<file path="config.mk">
export PLATFORM = sky130hd
export DESIGN_NAME = trg_sci_pkt_gen_flat
export DESIGN_NICKNAME = d
export VERILOG_FILES = /design/src/rtl/trg_sci_pkt_gen_pkg.sv /design/src/rtl/trg_sci_pkt_gen_if.sv /design/src/rtl/trg_sci_byte_fifo.sv /design/src/rtl/trg_sci_pkt_gen.sv /design/src/flat_wrapper.sv
export SDC_FILE = /design/constraint.sdc
export NUM_CORES = 2
export LEC_CHECK = 0
export CAP_MARGIN = 25
export CORE_MARGIN = 2
export CORE_UTILIZATION = 40
export DETAILED_ROUTE_END_ITERATION = 7
export GPL_TIMING_DRIVEN = 0
export MAX_ROUTING_LAYER = met4
export PLACE_DENSITY_LB_ADDON = 0.25
export RECOVER_POWER = 100
export SLEW_MARGIN = 15
export SYNTH_ARGS = -nofsm -noshare
export SYNTH_HDL_FRONTEND = slang
export SYNTH_SLANG_ARGS = --single-unit
</file>
<file path="constraint.sdc">
create_clock -name clk_in -period 4.8 [get_ports clk_in]
set_clock_uncertainty 0.2 [all_clocks]
set_input_delay 0.96 -clock clk_in [delete_from_list [all_inputs] [get_ports clk_in]]
set_output_delay 0.96 -clock clk_in [all_outputs]
set_load 0.01 [all_outputs]
</file>
<file path="src/rtl/trg_sci_pkt_gen_pkg.sv">
// rtl/trg_sci_pkt_gen_pkg.sv - shared constants, FSM encoding and CRC-16 byte step for the science packetiser
// TRG_PKT_TIMESTAMP_EN adds a 4-byte timestamp to every frame.
package trg_sci_pkg;

  localparam logic [15:0] SYNC_WORD      = 16'hEB90;
  localparam logic [15:0] CRC_POLY       = 16'h1021;
  localparam logic [15:0] CRC_INIT       = 16'hFFFF;
  localparam int          FRAME_LEN_BASE = 16;
  localparam int          TS_BYTES       = 4;
  localparam logic [1:0]  MODE_EN_CODE   = 2'b01;

`ifdef TRG_PKT_TIMESTAMP_EN
  localparam int FRAME_LEN = FRAME_LEN_BASE + TS_BYTES;
`else
  localparam int FRAME_LEN = FRAME_LEN_BASE;
`endif

  typedef enum logic [1:0] {
    ST_IDLE  = 2'd0,
    ST_EMIT  = 2'd1,
    ST_CRC_H = 2'd2,
    ST_CRC_L = 2'd3
  } trg_state_e;

  // CRC-16/CCITT, MSB first, one whole byte per call
  function automatic logic [15:0] crc16_byte(input logic [15:0] crc_in, input logic [7:0] data);
    logic [15:0] c;
    c = crc_in ^ {data, 8'h00};
    for (int i = 0; i < 8; i++) begin
      c = c[15] ? ((c << 1) ^ CRC_POLY) : (c << 1);
    end
    return c;
  endfunction

endpackage

</file>
<file path="src/rtl/trg_sci_pkt_gen_if.sv">
// rtl/trg_sci_pkt_gen_if.sv - FIFO read-side bundle between the packetiser and the data-transfer block
interface trg_sci_pkt_gen_if #(
  parameter int FIFO_AW = 8
) ();

  logic               fifo_rd_in;
  logic [7:0]         fifo_data_out;
  logic               fifo_empty_out;
  logic [FIFO_AW:0]   fifo_level_out;

  modport master (
    input  fifo_rd_in,
    output fifo_data_out,
    output fifo_empty_out,
    output fifo_level_out
  );

  modport slave (
    output fifo_rd_in,
    input  fifo_data_out,
    input  fifo_empty_out,
    input  fifo_level_out
  );

endinterface

</file>
<file path="src/rtl/trg_sci_byte_fifo.sv">
// rtl/trg_sci_byte_fifo.sv - single-clock byte FIFO with registered read data and level output
module trg_sci_byte_fifo #(
  parameter int AW = 8
) (
  input  logic          clk_i,
  input  logic          rst_ni,
  input  logic          wr_en_i,
  input  logic [7:0]    wr_data_i,
  input  logic          rd_en_i,
  output logic [7:0]    rd_data_o,
  output logic          empty_o,
  output logic [AW:0]   level_o
);

  localparam int DEPTH = 1 << AW;

  logic [7:0]    mem_q [DEPTH];
  logic [AW-1:0] wr_ptr_q, rd_ptr_q;
  logic [AW:0]   level_q;
  logic [7:0]    rd_data_q;
  logic          full, empty, do_wr, do_rd;

  assign full  = level_q[AW];
  assign empty = (level_q == '0);
  assign do_wr = wr_en_i & ~full;
  assign do_rd = rd_en_i & ~empty;

  always_ff @(posedge clk_i) begin
    if (do_wr) begin
      mem_q[wr_ptr_q] <= wr_data_i;
    end
  end

  // Pointers wrap naturally at AW bits
  always_ff @(posedge clk_i or negedge rst_ni) begin
    if (!rst_ni) begin
      wr_ptr_q  <= '0;
      rd_ptr_q  <= '0;
      level_q   <= '0;
      rd_data_q <= 8'h00;
    end else begin
      if (do_wr) begin
        wr_ptr_q <= wr_ptr_q + 1'b1;
      end
      if (do_rd) begin
        rd_ptr_q  <= rd_ptr_q + 1'b1;
        rd_data_q <= mem_q[rd_ptr_q];
      end
      case ({do_wr, do_rd})
        2'b10:   level_q <= level_q + 1'b1;
        2'b01:   level_q <= level_q - 1'b1;
        default: level_q <= level_q;
      endcase
    end
  end

  assign rd_data_o = rd_data_q;
  assign empty_o   = empty;
  assign level_o   = level_q;

endmodule

</file>
<file path="src/rtl/trg_sci_pkt_gen.sv">
// rtl/trg_sci_pkt_gen.sv - trigger science-data packetiser: framed, sequenced, CRC-protected packets into a byte FIFO
// Optional TRG_PKT_TIMESTAMP_EN: appends a 32-bit cycle-count snapshot before the CRC.
module trg_sci_pkt_gen
  import trg_sci_pkg::*;
#(
  parameter int N_MODES = 6,
  parameter int FIFO_AW = 8,
  parameter int DROP_W  = 16
) (
  input  logic                   clk_in,
  input  logic                   rst_in,
  input  logic                   data_trans_enb_sig,
  input  logic                   eff_trg_in,
  input  logic [8*N_MODES-1:0]   trg_mode_in,
  input  logic [15:0]            hit_sig_stus_in,
  input  logic [15:0]            eff_trg_cnt_in,
  input  logic [23:0]            trg_busy_time_cnt_in,
  input  logic [7:0]             trg_delay_timer_in,
  trg_sci_pkt_gen_if.master      fifo_if,
  output logic                   frame_busy_out,
  output logic [DROP_W-1:0]      drop_cnt_out
);

  localparam int DEPTH   = 1 << FIFO_AW;
  localparam int PAY_LEN = FRAME_LEN - 2;
  localparam int PAY_W   = 8 * PAY_LEN;
  localparam logic [FIFO_AW:0] ADMIT_MAX = (FIFO_AW + 1)'(DEPTH - FRAME_LEN);
  localparam logic [4:0]       LAST_IDX  = 5'(PAY_LEN - 1);

  trg_state_e        state_q, state_d;
  logic [PAY_W-1:0]  frame_q, frame_d;
  logic [4:0]        idx_q, idx_d;
  logic [15:0]       crc_q, crc_d;
  logic [15:0]       seq_q, seq_d;
  logic [DROP_W-1:0] drop_q, drop_d;

  logic [7:0]        grp_oh, grp_mode;
  logic              grp_found;
  logic [PAY_W-1:0]  snap;
  logic              trg_en, space_ok, drop_inc;
  logic              wr_en;
  logic [7:0]        wr_data;
  logic [FIFO_AW:0]  level;

  // Lowest-index enabled group wins
  always_comb begin
    grp_oh    = 8'h00;
    grp_mode  = 8'h00;
    grp_found = 1'b0;
    for (int g = 0; g < N_MODES; g++) begin
      if (!grp_found && (trg_mode_in[8*g+6 +: 2] == MODE_EN_CODE)) begin
        grp_found = 1'b1;
        grp_oh    = 8'(8'h80 >> g);
        grp_mode  = trg_mode_in[8*g +: 8];
      end
    end
  end

`ifdef TRG_PKT_TIMESTAMP_EN
  logic [31:0] ts_q;

  always_ff @(posedge clk_in or negedge rst_in) begin
    if (!rst_in) begin
      ts_q <= 32'd0;
    end else begin
      ts_q <= ts_q + 32'd1;
    end
  end

  assign snap = {SYNC_WORD, seq_q, grp_oh, grp_mode, hit_sig_stus_in, eff_trg_cnt_in,
                 trg_busy_time_cnt_in, trg_delay_timer_in, ts_q};
`else
  assign snap = {SYNC_WORD, seq_q, grp_oh, grp_mode, hit_sig_stus_in, eff_trg_cnt_in,
                 trg_busy_time_cnt_in, trg_delay_timer_in};
`endif

  // Same-cycle reads are ignored so admission is conservative
  assign space_ok = (level <= ADMIT_MAX);
  assign trg_en   = eff_trg_in & data_trans_enb_sig;

  always_comb begin
    state_d  = state_q;
    frame_d  = frame_q;
    idx_d    = idx_q;
    crc_d    = crc_q;
    seq_d    = seq_q;
    drop_d   = drop_q;
    drop_inc = 1'b0;
    wr_en    = 1'b0;
    wr_data  = frame_q[PAY_W-1 -: 8];
    case (state_q)
      ST_IDLE: begin
        if (trg_en) begin
          if (space_ok) begin
            frame_d = snap;
            idx_d   = 5'd0;
            crc_d   = CRC_INIT;
            state_d = ST_EMIT;
          end else begin
            drop_inc = 1'b1;
          end
        end
      end
      ST_EMIT: begin
        wr_en    = 1'b1;
        drop_inc = trg_en;
        frame_d  = frame_q << 8;
        idx_d    = idx_q + 5'd1;
        // Sync word is outside CRC coverage
        if (idx_q >= 5'd2) begin
          crc_d = crc16_byte(crc_q, wr_data);
        end
        if (idx_q == LAST_IDX) begin
          state_d = ST_CRC_H;
        end
      end
      ST_CRC_H: begin
        wr_en    = 1'b1;
        wr_data  = crc_q[15:8];
        drop_inc = trg_en;
        state_d  = ST_CRC_L;
      end
      ST_CRC_L: begin
        wr_en    = 1'b1;
        wr_data  = crc_q[7:0];
        drop_inc = trg_en;
        seq_d    = seq_q + 16'd1;
        state_d  = ST_IDLE;
      end
      default: state_d = ST_IDLE;
    endcase
    if (drop_inc && (drop_q != {DROP_W{1'b1}})) begin
      drop_d = drop_q + 1'b1;
    end
  end

  always_ff @(posedge clk_in or negedge rst_in) begin
    if (!rst_in) begin
      state_q <= ST_IDLE;
      frame_q <= '0;
      idx_q   <= 5'd0;
      crc_q   <= CRC_INIT;
      seq_q   <= 16'd0;
      drop_q  <= '0;
    end else begin
      state_q <= state_d;
      frame_q <= frame_d;
      idx_q   <= idx_d;
      crc_q   <= crc_d;
      seq_q   <= seq_d;
      drop_q  <= drop_d;
    end
  end

  trg_sci_byte_fifo #(
    .AW (FIFO_AW)
  ) u_fifo (
    .clk_i     (clk_in),
    .rst_ni    (rst_in),
    .wr_en_i   (wr_en),
    .wr_data_i (wr_data),
    .rd_en_i   (fifo_if.fifo_rd_in),
    .rd_data_o (fifo_if.fifo_data_out),
    .empty_o   (fifo_if.fifo_empty_out),
    .level_o   (level)
  );

  assign fifo_if.fifo_level_out = level;
  assign frame_busy_out         = (state_q != ST_IDLE);
  assign drop_cnt_out           = drop_q;

endmodule

</file>
<file path="src/flat_wrapper.sv">
// flat-port wrapper written by rule: the top's interface ports become plain ports
module trg_sci_pkt_gen_flat import trg_sci_pkg::*;
#(
  parameter int N_MODES = 6,
  parameter int FIFO_AW = 8,
  parameter int DROP_W  = 16
)
  (clk_in, rst_in, data_trans_enb_sig, eff_trg_in, trg_mode_in, hit_sig_stus_in, eff_trg_cnt_in, trg_busy_time_cnt_in, trg_delay_timer_in, frame_busy_out, drop_cnt_out, fifo_if_fifo_rd_in, fifo_if_fifo_data_out, fifo_if_fifo_empty_out, fifo_if_fifo_level_out);
  trg_sci_pkt_gen_if #(.FIFO_AW(FIFO_AW)) fifo_if_i ();
  input  logic clk_in;
  input  logic rst_in;
  input  logic data_trans_enb_sig;
  input  logic eff_trg_in;
  input  logic [8*N_MODES-1:0] trg_mode_in;
  input  logic [15:0] hit_sig_stus_in;
  input  logic [15:0] eff_trg_cnt_in;
  input  logic [23:0] trg_busy_time_cnt_in;
  input  logic [7:0] trg_delay_timer_in;
  output logic frame_busy_out;
  output logic [DROP_W-1:0] drop_cnt_out;
  input wire logic [$bits(fifo_if_i.fifo_rd_in)-1:0] fifo_if_fifo_rd_in;
  output wire logic [$bits(fifo_if_i.fifo_data_out)-1:0] fifo_if_fifo_data_out;
  output wire logic [$bits(fifo_if_i.fifo_empty_out)-1:0] fifo_if_fifo_empty_out;
  output wire logic [$bits(fifo_if_i.fifo_level_out)-1:0] fifo_if_fifo_level_out;
  assign fifo_if_i.fifo_rd_in = fifo_if_fifo_rd_in;
  assign fifo_if_fifo_data_out = fifo_if_i.fifo_data_out;
  assign fifo_if_fifo_empty_out = fifo_if_i.fifo_empty_out;
  assign fifo_if_fifo_level_out = fifo_if_i.fifo_level_out;
  trg_sci_pkt_gen #(.N_MODES(N_MODES), .FIFO_AW(FIFO_AW), .DROP_W(DROP_W)) u_core (.clk_in(clk_in), .rst_in(rst_in), .data_trans_enb_sig(data_trans_enb_sig), .eff_trg_in(eff_trg_in), .trg_mode_in(trg_mode_in), .hit_sig_stus_in(hit_sig_stus_in), .eff_trg_cnt_in(eff_trg_cnt_in), .trg_busy_time_cnt_in(trg_busy_time_cnt_in), .trg_delay_timer_in(trg_delay_timer_in), .fifo_if(fifo_if_i), .frame_busy_out(frame_busy_out), .drop_cnt_out(drop_cnt_out));
endmodule
</file>
==> out/qor.csv <==
stage;metric;value;unit
synth;synthesis.nets;4829;
timing;tightest_slew;2.57;ns
power;cellLeakagePower;33.3;nW
cells_and_area;finalNonFillerCells;8357;
cells_and_area;n_fill_cell;18700;
grt;antenna_found_initial;26;
cts;postCtsSetupBuffers;0;
timing;max_slew_margin;-0.715;
synth;yosys_warnings;0;
timing;finalHoldViolCount;0;
synth;syn_area_per_cell;19.0;sq um
synth;ys_top_cells_by_count;edfxtp_1 (2,048), mux4_2 (461), nor2_1 (321), nand2_1 (261), mux2i_1 (247);
cells_and_area;regArea;66500;sq um
setup_path;crit_arrival;5.53;ns
cells_and_area;multi_input_area;21000;sq um
cells_and_area;nets;5309;
floorplan;io_pins;152;
min_path;hold_class;reg2reg;
synth;yosysTopAreaCell;edfxtp_1;
route;vias_per_cell;6.33;
grt;grt_pass1_vias;49800;
floorplan;dieArea;226000;sq um
timing;hold_slack;0.249;ns
grt;grt_overflow_total;0;
power;p_comb_frac;0.404;
synth;ys_ff_latch;2248;
setup_path;worstSetupPathType;reg2reg;
placement;place_area;96200;sq um
power;p_seq_frac;0.370;
synth;netlist_top_cells_area;edfxtp_1 (69%), mux4_2 (12%), dfrtp_1 (5.2%);
route;ant_nets;0;
floorplan;initial_utilization;0.401;
cts;numCtsBuffers;228;
cts;htreeDepth;4;
cts;cts_tree;done;
route;drt_iter0_markers;9492;
floorplan;core_area;222000;sq um
timing;tns;-1.58;ns
power;p_sw;0.0316;W
setup_path;required;5.36;ns
outcome;outcome;finished, violations left;
cts;cts_sinks;2248;
route;drc;0;
power;powerDensity;746;nW/um^2
synth;synth.most_common_cell;edfxtp_1;
route;dr.pass1.iters;8;
floorplan;fp.dieH;476;um
floorplan;num_rows;173;
synth;syn_inst;4688;
cells_and_area;stdcell_area;103000;sq um
timing;maxSlewViolCount;604;
cts;cts_root_buf;clkbuf_16;
grt;grt_pass1_wl;459000;um
synth;async_reset_ff_frac;0.0890;
setup_path;startpoint_type;flop;
floorplan;die_x;476;um
cells_and_area;drive_gt1_frac;0.198;
power;switching_share;0.412;
route;wl;349000;um
synth;synthFlopType;edfxtp_1;
timing;finalCriticalPeriod;4.97;ns
route;vias;52900;
power;total_power;0.0767;W
setup_path;crit_fanout;10;
timing;fin_ws;-0.172;ns
setup_path;reg2regPathDepth;10;
cts;cts.reportedPaths.clkPinSlew;0.07;ns
power;vdd_drop_max;0.636;mV
placement;gp_congestion;1.02;
grt;track_usage;0.316;
cts;clk_path_buf_depth;3;
route;wl_per_cell;41.7;um
synth;syn_area;89000;sq um
min_path;hold_depth;2;
outcome;violations;max-capacitance violations, max-slew violations, negative setup slack;
setup_path;end_kind;flop;
synth;synth-edff-count;2048;
cts;insertion_delay;0.90;ns
timing;period_share;1.04;
power;clockPowerShare;0.226;
placement;io_buffer_count;151;
synth;synthDistinctLibCells;75;
cells_and_area;area_growth;15.4;%
placement;dp.cells;7901;
power;power.internal;0.0451;W
synth;seq_area_frac_synth;0.747;
flow_run;maxCapViolCount;13;
timing;setup_viol;38;
timing;fmax;201;MHz
placement;dp_hpwl;235000;um
grt;grt_start_max_net_pins;127;
synth;synth_top_cell_area_share;0.691;
-- logic make-up after synthesis --
| kind of cell | Yosys count | synth area share |
|---|---|---|
| AO/OA/AOI/OAI | 532 | 0.0400 |
| AND/OR/NAND/NOR | 774 | 0.0373 |
| flip-flops | 2248 | 0.747 |
| buffers and inverters | 307 | 0.0179 |
| multiplexers | 728 | 0.147 |
| XOR/XNOR | 75 | 0.00738 |
| adder cells (fa/ha/maj) | 24 | 0.00346 |
-- power groups by stage --
| stage | Clock, W | Sequential [W] | Combinational, W |
|---|---|---|---|
| after floorplan | 0 | 0.0292 | 0.0137 |
| after global placement | 0 | 0.0275 | 0.0263 |
| final | 0.0173 | 0.0284 | 0.0309 |
| after CTS | 0.0173 | 0.0282 | 0.0304 |
| after global routing | 0.0181 | 0.0285 | 0.0308 |
| after detailed placement | 0 | 0.0286 | 0.0304 |
-- critical path, cell delays in order, from the launching register on --
cell and delay [ns]:
dfrtp_1 0.48, buf_6 0.26, buf_12 0.20, buf_6 0.30, buf_6 0.40, clkbuf_4 0.59
mux4_2 0.61, mux2i_1 0.28, o221ai_1 0.49, a211oi_2 0.72, o22ai_1 0.18
-- cells in the final DEF (no fill, tap or decap), drive strengths merged, types with 115 or more instances in the layout --
cell type and instances:
edfxtp 2048, clkbuf 492, mux4 461, nor2 322, nand2 261, mux2i 247
dfrtp 184, buf 162, o21ai 146, clkinv 117, clkdlybuf4s50 115
-- metrics by stage --
step,setup slack (ns),utilization
2_1_floorplan,0.850,-
3_3_place_gp,-6.70,0.425
3_5_place_dp,-0.584,0.433
4_1_cts,0.0251,0.466
5_1_grt,-0.00481,0.463
6_report,-0.172,0.463
-- final cells by class --
| class | instances | area share |
|---|---|---|
| well taps | 2975 | 0.0362 |
| flip-flops and latches | 2248 | 0.647 |
| multi-input cells | 2133 | 0.204 |
| inverters | 27 | 0.000986 |
| plain buffers | 276 | 0.0154 |
| repair buffers | 254 | 0.0262 |
| clock inverters | 147 | 0.0118 |
| clock buffers | 275 | 0.0574 |
| diodes | 22 | 0.000536 |
-- flip-flops by register name, summed over array words and instances (netlist names) --
register and cells:
u_core.u_fifo.mem_q 2048, u_core.u_fifo.rd_data_o 8, u_core.state_q 2, u_core.frame_q 112, u_core.drop_cnt_out 16, u_core.u_fifo.rd_ptr_q 8
u_core.idx_q 5, u_core.u_fifo.wr_ptr_q 8, u_core.u_fifo.level_o 9, u_core.seq_q 16, u_core.crc_q 16
-- per-layer routing --
metal / global-route usage / routed length (um) / up-vias
met5: - / 0 / -
met4: 0.181 / 24300 / 0
met3: 0.0928 / 43700 / 877
met2: 0.446 / 153000 / 3982
met1: 0.407 / 128000 / 28100
li1: - / - / 20000
-- final timing paths --
| path | start | to | slack [ns] |
|---|---|---|---|
| worst max-delay path | u_core.u_fifo.rd_ptr_q[0]$_DFFE_PN0P_ | u_core.u_fifo.rd_data_o[7]$_DFFE_PN0P_ | -0.17 |
| worst min-delay path | u_core.frame_q[88]$_DFFE_PN0P_ | u_core.frame_q[96]$_DFFE_PN0P_ | 0.25 |
| worst max register to register | u_core.u_fifo.rd_ptr_q[0]$_DFFE_PN0P_ | u_core.u_fifo.rd_data_o[7]$_DFFE_PN0P_ | -0.17 |
| worst min register to register | u_core.frame_q[88]$_DFFE_PN0P_ | u_core.frame_q[96]$_DFFE_PN0P_ | 0.25 |
| max in group asynchronous | rst_in | u_core.u_fifo.rd_data_o[4]$_DFFE_PN0P_ | 0.57 |
| min in group asynchronous | rst_in | u_core.frame_q[77]$_DFFE_PN0P_ | 1.20 |
-- repair_timing --
| action | CTS | global route |
|---|---|---|
| setup endpoints to repair | 8 | 5 |
| hold endpoints to repair | 43 | 0 |
| hold buffers | 1 | 0 |
| gates resized for setup | 21 | 5 |
(Power assumes the default switching activity.)
